<file path="src/rtl/usb_reg_sequencer.sv">
// Turns a CPU register access into SL811-style address-port/data-port cycles on a USB controller.
// A shadow of the next register index lets back-to-back sequential accesses skip the address phase.
module usb_reg_sequencer #(
  parameter int unsigned TIMEOUT_CYCLES = 64,
  parameter bit          SKIP_EN        = 1'b1
) (
  input  logic        clk,
  input  logic        rst_n,
  input  logic        read_op,
  input  logic        write_op,
  input  logic [31:0] bus_data_addr,
  input  logic [31:0] bus_data_write,
  output logic [31:0] bus_data_read,
  output logic        bus_stall,
  output logic        usb_read_op,
  output logic        usb_write_op,
  output logic [31:0] usb_addr,
  output logic [31:0] usb_data_write,
  input  logic [31:0] usb_data_read,
  input  logic        usb_stall
);

  localparam int unsigned CntW = $clog2(TIMEOUT_CYCLES + 1);

  typedef enum logic [2:0] {StIdle, StAReq, StAWait, StDReq, StDWait, StDone} state_e;

  state_e          state_q;
  logic [7:0]      idx_q;
  logic [7:0]      wbyte_q;
  logic            dir_rd_q;
  logic [7:0]      shadow_idx_q;
  logic            shadow_valid_q;
  logic            seen_q;
  logic [CntW-1:0] cnt_q;

  logic       req;
  logic       hit;
  logic       phase_done;
  logic       phase_timeout;
  logic       d_rd;
  logic [7:0] d_wbyte;

  // Only the register index and the low bytes of the data buses are meaningful.
  logic unused_bits;
  assign unused_bits = ^{bus_data_addr[31:10], bus_data_addr[1:0], bus_data_write[31:8],
                         usb_data_read[31:8]};

  always_comb begin
    req           = read_op | write_op;
    hit           = SKIP_EN && shadow_valid_q && (bus_data_addr[9:2] == shadow_idx_q);
    phase_done    = seen_q & ~usb_stall;
    phase_timeout = (cnt_q == CntW'(TIMEOUT_CYCLES - 1));
    // Data-phase direction/byte come straight from the CPU when the address phase is skipped.
    d_rd          = (state_q == StIdle) ? read_op : dir_rd_q;
    d_wbyte       = (state_q == StIdle) ? bus_data_write[7:0] : wbyte_q;
    bus_stall     = ((state_q != StIdle) && (state_q != StDone)) || ((state_q == StIdle) && req);
  end

  always_ff @(posedge clk or negedge rst_n) begin
    if (!rst_n) begin
      state_q        <= StIdle;
      idx_q          <= 8'h0;
      wbyte_q        <= 8'h0;
      dir_rd_q       <= 1'b0;
      shadow_idx_q   <= 8'h0;
      shadow_valid_q <= 1'b0;
      seen_q         <= 1'b0;
      cnt_q          <= '0;
      bus_data_read  <= 32'h0;
      usb_read_op    <= 1'b0;
      usb_write_op   <= 1'b0;
      usb_addr       <= 32'h0;
      usb_data_write <= 32'h0;
    end else begin
      usb_read_op  <= 1'b0;
      usb_write_op <= 1'b0;
      unique case (state_q)
        StIdle: begin
          if (req) begin
            idx_q    <= bus_data_addr[9:2];
            dir_rd_q <= read_op;
            wbyte_q  <= bus_data_write[7:0];
            cnt_q    <= '0;
            seen_q   <= 1'b0;
            if (hit) begin
              state_q      <= StDReq;
              usb_addr     <= 32'h4;
              usb_read_op  <= d_rd;
              usb_write_op <= ~d_rd;
              if (!d_rd) usb_data_write <= {24'h0, d_wbyte};
            end else begin
              state_q        <= StAReq;
              usb_addr       <= 32'h0;
              usb_write_op   <= 1'b1;
              usb_data_write <= {24'h0, bus_data_addr[9:2]};
            end
          end
        end
        StAReq: state_q <= StAWait;
        StAWait: begin
          if (phase_done) begin
            state_q      <= StDReq;
            cnt_q        <= '0;
            seen_q       <= 1'b0;
            usb_addr     <= 32'h4;
            usb_read_op  <= d_rd;
            usb_write_op <= ~d_rd;
            if (!d_rd) usb_data_write <= {24'h0, d_wbyte};
          end else if (phase_timeout) begin
            state_q        <= StDone;
            shadow_valid_q <= 1'b0;
            if (dir_rd_q) bus_data_read <= 32'hFFFF_FFFF;
          end else begin
            cnt_q <= cnt_q + 1'b1;
            if (usb_stall) seen_q <= 1'b1;
          end
        end
        StDReq: state_q <= StDWait;
        StDWait: begin
          if (phase_done) begin
            state_q        <= StDone;
            shadow_idx_q   <= idx_q + 8'd1;
            shadow_valid_q <= 1'b1;
            if (dir_rd_q) bus_data_read <= {4{usb_data_read[7:0]}};
          end else if (phase_timeout) begin
            state_q        <= StDone;
            shadow_valid_q <= 1'b0;
            if (dir_rd_q) bus_data_read <= 32'hFFFF_FFFF;
          end else begin
            cnt_q <= cnt_q + 1'b1;
            if (usb_stall) seen_q <= 1'b1;
          end
        end
        StDone:  state_q <= StIdle;
        default: state_q <= StIdle;
      endcase
    end
  end

endmodule

</file>
<file path="config.mk">
export PLATFORM = sky130hd
export DESIGN_NAME = usb_reg_sequencer
export DESIGN_NICKNAME = d
export VERILOG_FILES = /design/src/rtl/usb_reg_sequencer.sv
export SDC_FILE = /design/constraint.sdc
export NUM_CORES = 1
export LEC_CHECK = 0
export BUFFER_PORTS_ARGS = -buffer_cell sky130_fd_sc_hd__buf_2
export CORE_UTILIZATION = 35
export DETAILED_ROUTE_END_ITERATION = 10
export GPL_TIMING_DRIVEN = 0
export SYNTH_ARGS = -nofsm -noshare
export SYNTH_HDL_FRONTEND = slang
export SYNTH_SLANG_ARGS = --single-unit
</file>
<file path="constraint.sdc">
create_clock -name clk -period 2.02 [get_ports clk]
set_input_delay 0.404 -clock clk [delete_from_list [all_inputs] [get_ports clk]]
set_output_delay 0.404 -clock clk [all_outputs]
set_load 0.01 [all_outputs]
</file>
* Word-level counts from Yosys, hierarchy flattened *
Index checks and enable logic that the tools add are counted.

storage, ports and cells
  register bits = 135
  output and inout port bits = 99

cells by class
  $add $sub $neg = 2
  equality and inequality tests = 12
  multiplexer cells = 46
  bitwise logic cells = 4
  reduce and logical (&&, ||, !) cells = 15

operator list
  cell                 count
  $mux 32              11
  $pmux 32 s2          3
  $mux 7               4
  $pmux 7 s3           1
  $mux 1               15
  $mux 3               5
  $pmux 3 s5           1
  $reduce_and 3->1     3
  $add 8x1->8 const B  1
  $eq 8x8->1           1
  $mux 8               1
  $ne 2x2->1 const B   4
  $add 7x1->7 const B  1
  $eq 7x6->1 const B   1
  $eq 3x2->1 const B   2
  $ne 3x3->1 const B   2
  $pmux 1 s2           3
  $reduce_and 2->1     3
  $reduce_bool 3->1    2
  $reduce_bool 2->1    2
  $eq 3x1->1 const B   1
  $eq 3x3->1 const B   1
  $logic_and 1x1->1    3
  $logic_not 3->1      1
  other kinds (6)      7

* Longest topological paths before layout *
  depth after elaboration = 6
  gate-level depth with buffers = 8

* Least setup slack after synthesis *
OpenSTA, ideal clock, no wires.

  path type = register to register
  from = register cnt_q[0]
  to = register bus_data_read[0]
  setup time = 65 ps
  arrival = 1931 ps
  path slack = 24 ps
  cell stages (with the launch flop) = 9
  buffers on the path = 2
  clock period less this slack = 1996 ps
  cell sequence = dfrtp_1 > ha_1 > nand2_1 > or3_1 > buf_2 > or3_4 > a21oi_4 > buf_6 > o22a_1

between the ends
  word-level cells in the longest chain between the ends = 4
  elaborated cells between the ends (all ways) = 5
  those cells by class = eq/ne: 1; mux: 4

ends and longest elaborated chain
  item                        RTL line  RTL
  start: declaration          34        logic [CntW-1:0] cnt_q;
  start signal: assignment    114       cnt_q <= cnt_q + 1'b1;
  start signal: assignment    130       cnt_q <= cnt_q + 1'b1;
  $eq 7x6->1 (*)              52        phase_timeout = (cnt_q == CntW'(TIMEOUT_CYCLES - 1));
  $mux 32 (*)                 --
  $mux 32 (on tied branches)  --
  $pmux 32 s2 (*)             --
  end signal: assignment      124       if (dir_rd_q) bus_data_read <= {4{usb_data_read[7:0]}};
  end: declaration            13        output logic [31:0] bus_data_read,

Mark *: on every way between the ends. The rest lies on a longest branch, timed or not. The select of a mux whose other input is x is not followed.
A chain may end at the register's enable or synchronous reset.

* Final worst setup path *
  from = register state_q[2]
  to = register usb_data_write[21]

between the ends
  word-level cells in the longest chain between the ends = 6
  elaborated cells between the ends (all ways) = 12
  those cells by class = eq/ne: 3; mux: 6; reduce/logical: 3

ends and longest elaborated chain
  item                      RTL line  RTL
  start: declaration        27        state_e state_q;
  start signal: assignment  61        state_q <= StIdle;
  start signal: assignment  86        state_q <= StDReq;
  start signal: assignment  92        state_q <= StAReq;
  $logic_not 3->1           54, 77
  $mux 1                    54        d_rd = (state_q == StIdle) ? read_op : dir_rd_q;
  $mux 32 (3 in series)     --
  $pmux 32 s2               77        unique case (state_q)
  end signal: assignment    90        if (!d_rd) usb_data_write <= {24'h0, d_wbyte};
  end signal: assignment    95        usb_data_write <= {24'h0, bus_data_addr[9:2]};
  end signal: assignment    108       if (!d_rd) usb_data_write <= {24'h0, d_wbyte};
  end: declaration          18        output logic [31:0] usb_data_write,

Several ways; a longest one is shown, not always the timed one. The select of a mux whose other input is x is not followed.

==> run metrics <==
Synth Register Bits=104; Die Area=13500 um^2; share of cells above drive strength 1=38.7%; PnR worst setup slack=-0.0282 ns; Synth Area in XOR/XNOR=3.65%; FF-to-FF Start=state_q[2]$_DFFE_PN0P_; H-tree levels=3; Syn Area/Cell=10.9 um^2; post-synthesis cell type count=48; Pre-Repair DR Iteration Count=4; post-synth top area cell=dfrtp_1; Final Core Density=48.4%; Reg2Reg Capture Point=usb_data_write[21]$_DFFE_PN0P_; Synth async-reset ratio=100%; CP Max Fanout=6; CTS tree=done; WL/cell=14.8 um; Die W=116 um; P_leak=0.00301 uW; GRT Total Usage=~17%; chip height=116 um; fin crit period=2.05 ns; Tightest Hold Check Type=in -> async; CP Class=reg -> reg; post-synthesis adder-cell area fraction=0.549%; Worst-Skew Late Latency=0.35 ns; Post-synth EDFFs=0; Synth warnings=0; post-synthesis simple-gate area fraction=between 10% and 20%; Synth Flop Type=dfrtp_1; Post-synth top cells=104 x dfrtp_1, 70 x nand2_1, 41 x o22a_1; vias per cell=4.79; Longest Clk Path Bufs=2; worst rel slew slack=53.1%; Synth area leaders=dfrtp_1 57%, o22a_1 7.9%, nand2_1 5.8%, buf_4 5.1%, and2_1 3.3%; Area Overhead vs Synth=34.5%; row count=between 40 and 50; core area=12700 um^2; initial DRC count=117; Tcrit/Tclk final=101%; Cell Area, Synth=4560 um^2; initial antenna violation count=0; Slew Viols, Final=0; mux cell area share after synthesis=0.467%; worst slew pin tran=0.698 ns; pwr/cell area=1340 nW/um^2; Synth Instances=419; final number of setup-violating endpoints=19; total CTS buffers=9; most common cell in the netlist=dfrtp_1; post-DP HPWL=roughly 7500 um; vias in the first global route=3373; GPL Wtd Cong=0.800; CP Launch Point=state_q[2]$_DFFE_PN0P_; sequential fraction of the synthesis area=57.1%; first-pass GRT wire length=about 17000 um; final hold violations=0; via count=3632; outcome=complete, but fails checks; main combinational cell family by area after synthesis=simple AND/OR/NAND/NOR gates; Synth Area in Compound Gates=14.7%; Cells after DPL=roughly 720; total power=8240 uW; crit path DAT=2.29 ns; R2R cell count=6; clk sink count=104; failing checks=negative setup slack; Initial Util=36.0%; largest net degree at the start of global routing=58; hold_buf cts=0; Ports=200; Routed Antenna Nets=0; Finished Layout Cells=759; VDD IR max=around 0.00073 V; fmax=488 MHz; RSZ-0062 raised after global routing=true; DRC=0; Clk pin slew, worst setup/hold paths=0.07 ns; total routed wirelength=around 11000 um; crit path capture=usb_data_write[21]$_DFFE_PN0P_; nets@finish=685; share of the synthesized area in the top cell type=57.1%; gr ovfl total=0; Max-Cap Viols=0; CP startpoint kind=flop; worst reg-to-reg setup slack=-0.03 ns; n_diodes=0; port bufs=94; placed cell area=5390 um^2; Data required, critical path=2.26 ns; worst clock skew=0.00781 ns; clk root buf=clkbuf_16; Post-Layout Inst Area=6130 um^2; Critical Path Sink Type=flop
-- final cells by class --
type | instances | area, um^2
Buffer | 49 | 359
Clock buffer | 11 | 243
Clock inverter | 5 | 56.3
Fill cell | 1186 | 6540
Inverter | 5 | 23.8
Multi-Input combinational cell | 290 | 1880
Sequential cell | 104 | 2610
Tap cell | 172 | 215
Timing Repair Buffer | 123 | 748
-- state kept, by name, summed over array words and instances (netlist names) --
register        flops
usb_read_op         1
usb_addr            1
shadow_idx_q        8
shadow_valid_q      1
cnt_q               7
seen_q              1
wbyte_q             8
state_q             3
usb_write_op        1
dir_rd_q            1
usb_data_write     32
bus_data_read      32
idx_q               8
-- cell families after synthesis --
family,Yosys count
and+or+nand+nor,147
DFF,104
AOI/OAI and AO/OA,87
buffers and inverters,57
xor gates and xnor gates,19
adders and majority gates,2
muxes,2
other,1
-- per-stage QoR --
| stage | TNS (ns) | setup slack, ns | hold slack, ns |
|---|---|---|---|
| 4_1_cts | -4.05 | -0.149 | 0.0949 |
| 2_1_floorplan | 0 | 0.0240 | 0.108 |
| 3_3_place_gp | -66.23 | -0.564 | 0.460 |
| 5_1_grt | -1.93 | -0.0662 | 0.125 |
| 3_5_place_dp | -10.64 | -0.258 | 0.463 |
| 6_report | -0.213 | -0.0282 | 0.0719 |
-- cell usage in the layout, fill, tap and decap left out, types with 2 or more instances in the layout --
cell       count
o21ai_1        5
nand3b_1       2
or3_4          4
clkinv_2       2
and2_4        20
nor2_1        15
and2_1         4
o22a_1        41
nand2b_1       2
nand3_1       10
a2bb2oi_1      5
xor2_1        14
buf_2         93
nand2_1       69
buf_4         50
dfrtp_1      102
conb_1        31
a21oi_1        4
a2bb2oi_2      3
nor4_1         2
clkbuf_2       5
buf_6         17
nand4_1        3
nor3_2         2
inv_1          4
clkbuf_16      9
a311oi_1       3
o21ai_0       14
clkbuf_1       7
dfrtp_2        2
xnor2_1        5
nor3_1         3
nor2b_1        2
-- how the worst min path moves through the flow --
stage	cells after the start	slack (ns)	end
floorplan	0	0.11	bus_data_read[0]$_DFFE_PN0P_
global placement	2	0.46	wbyte_q[6]$_DFFE_PN0P_
detailed placement	2	0.46	wbyte_q[2]$_DFFE_PN0P_
CTS	1	0.09	wbyte_q[1]$_DFFE_PN0P_
global route	1	0.13	wbyte_q[1]$_DFFE_PN0P_
finish	1	0.07	usb_data_write[1]$_DFFE_PN0P_
-- timing repair --
action	4_1_cts	5_1_grt
resized for setup	27	61
endpoints found under the setup margin	70	66
cloned	3	4
pin swaps	28	17
setup buffers	8	15
-- worst max-delay path: stages (launching register included) --
cell,delay (ns)
dfrtp_2,0.43
buf_6,0.14
or3b_4,0.40
or3_4,0.45
o211a_4,0.22
buf_6,0.15
and2_4,0.15
-- per-layer routing --
metal	share of wire, %	track usage, %
met1	45	21.6
met2	49	27.8
met3	4.1	4.05
met4	1.9	5.73
met5	0	0
-- power breakdown --
group,total (uW),switching [uW],internal [uW],leakage [uW]
Clock,1750,754,993,0.000145
Sequential,3320,504,2810,0.00130
Combinational,3180,1660,1510,0.00157
(Power assumes the default switching activity.)
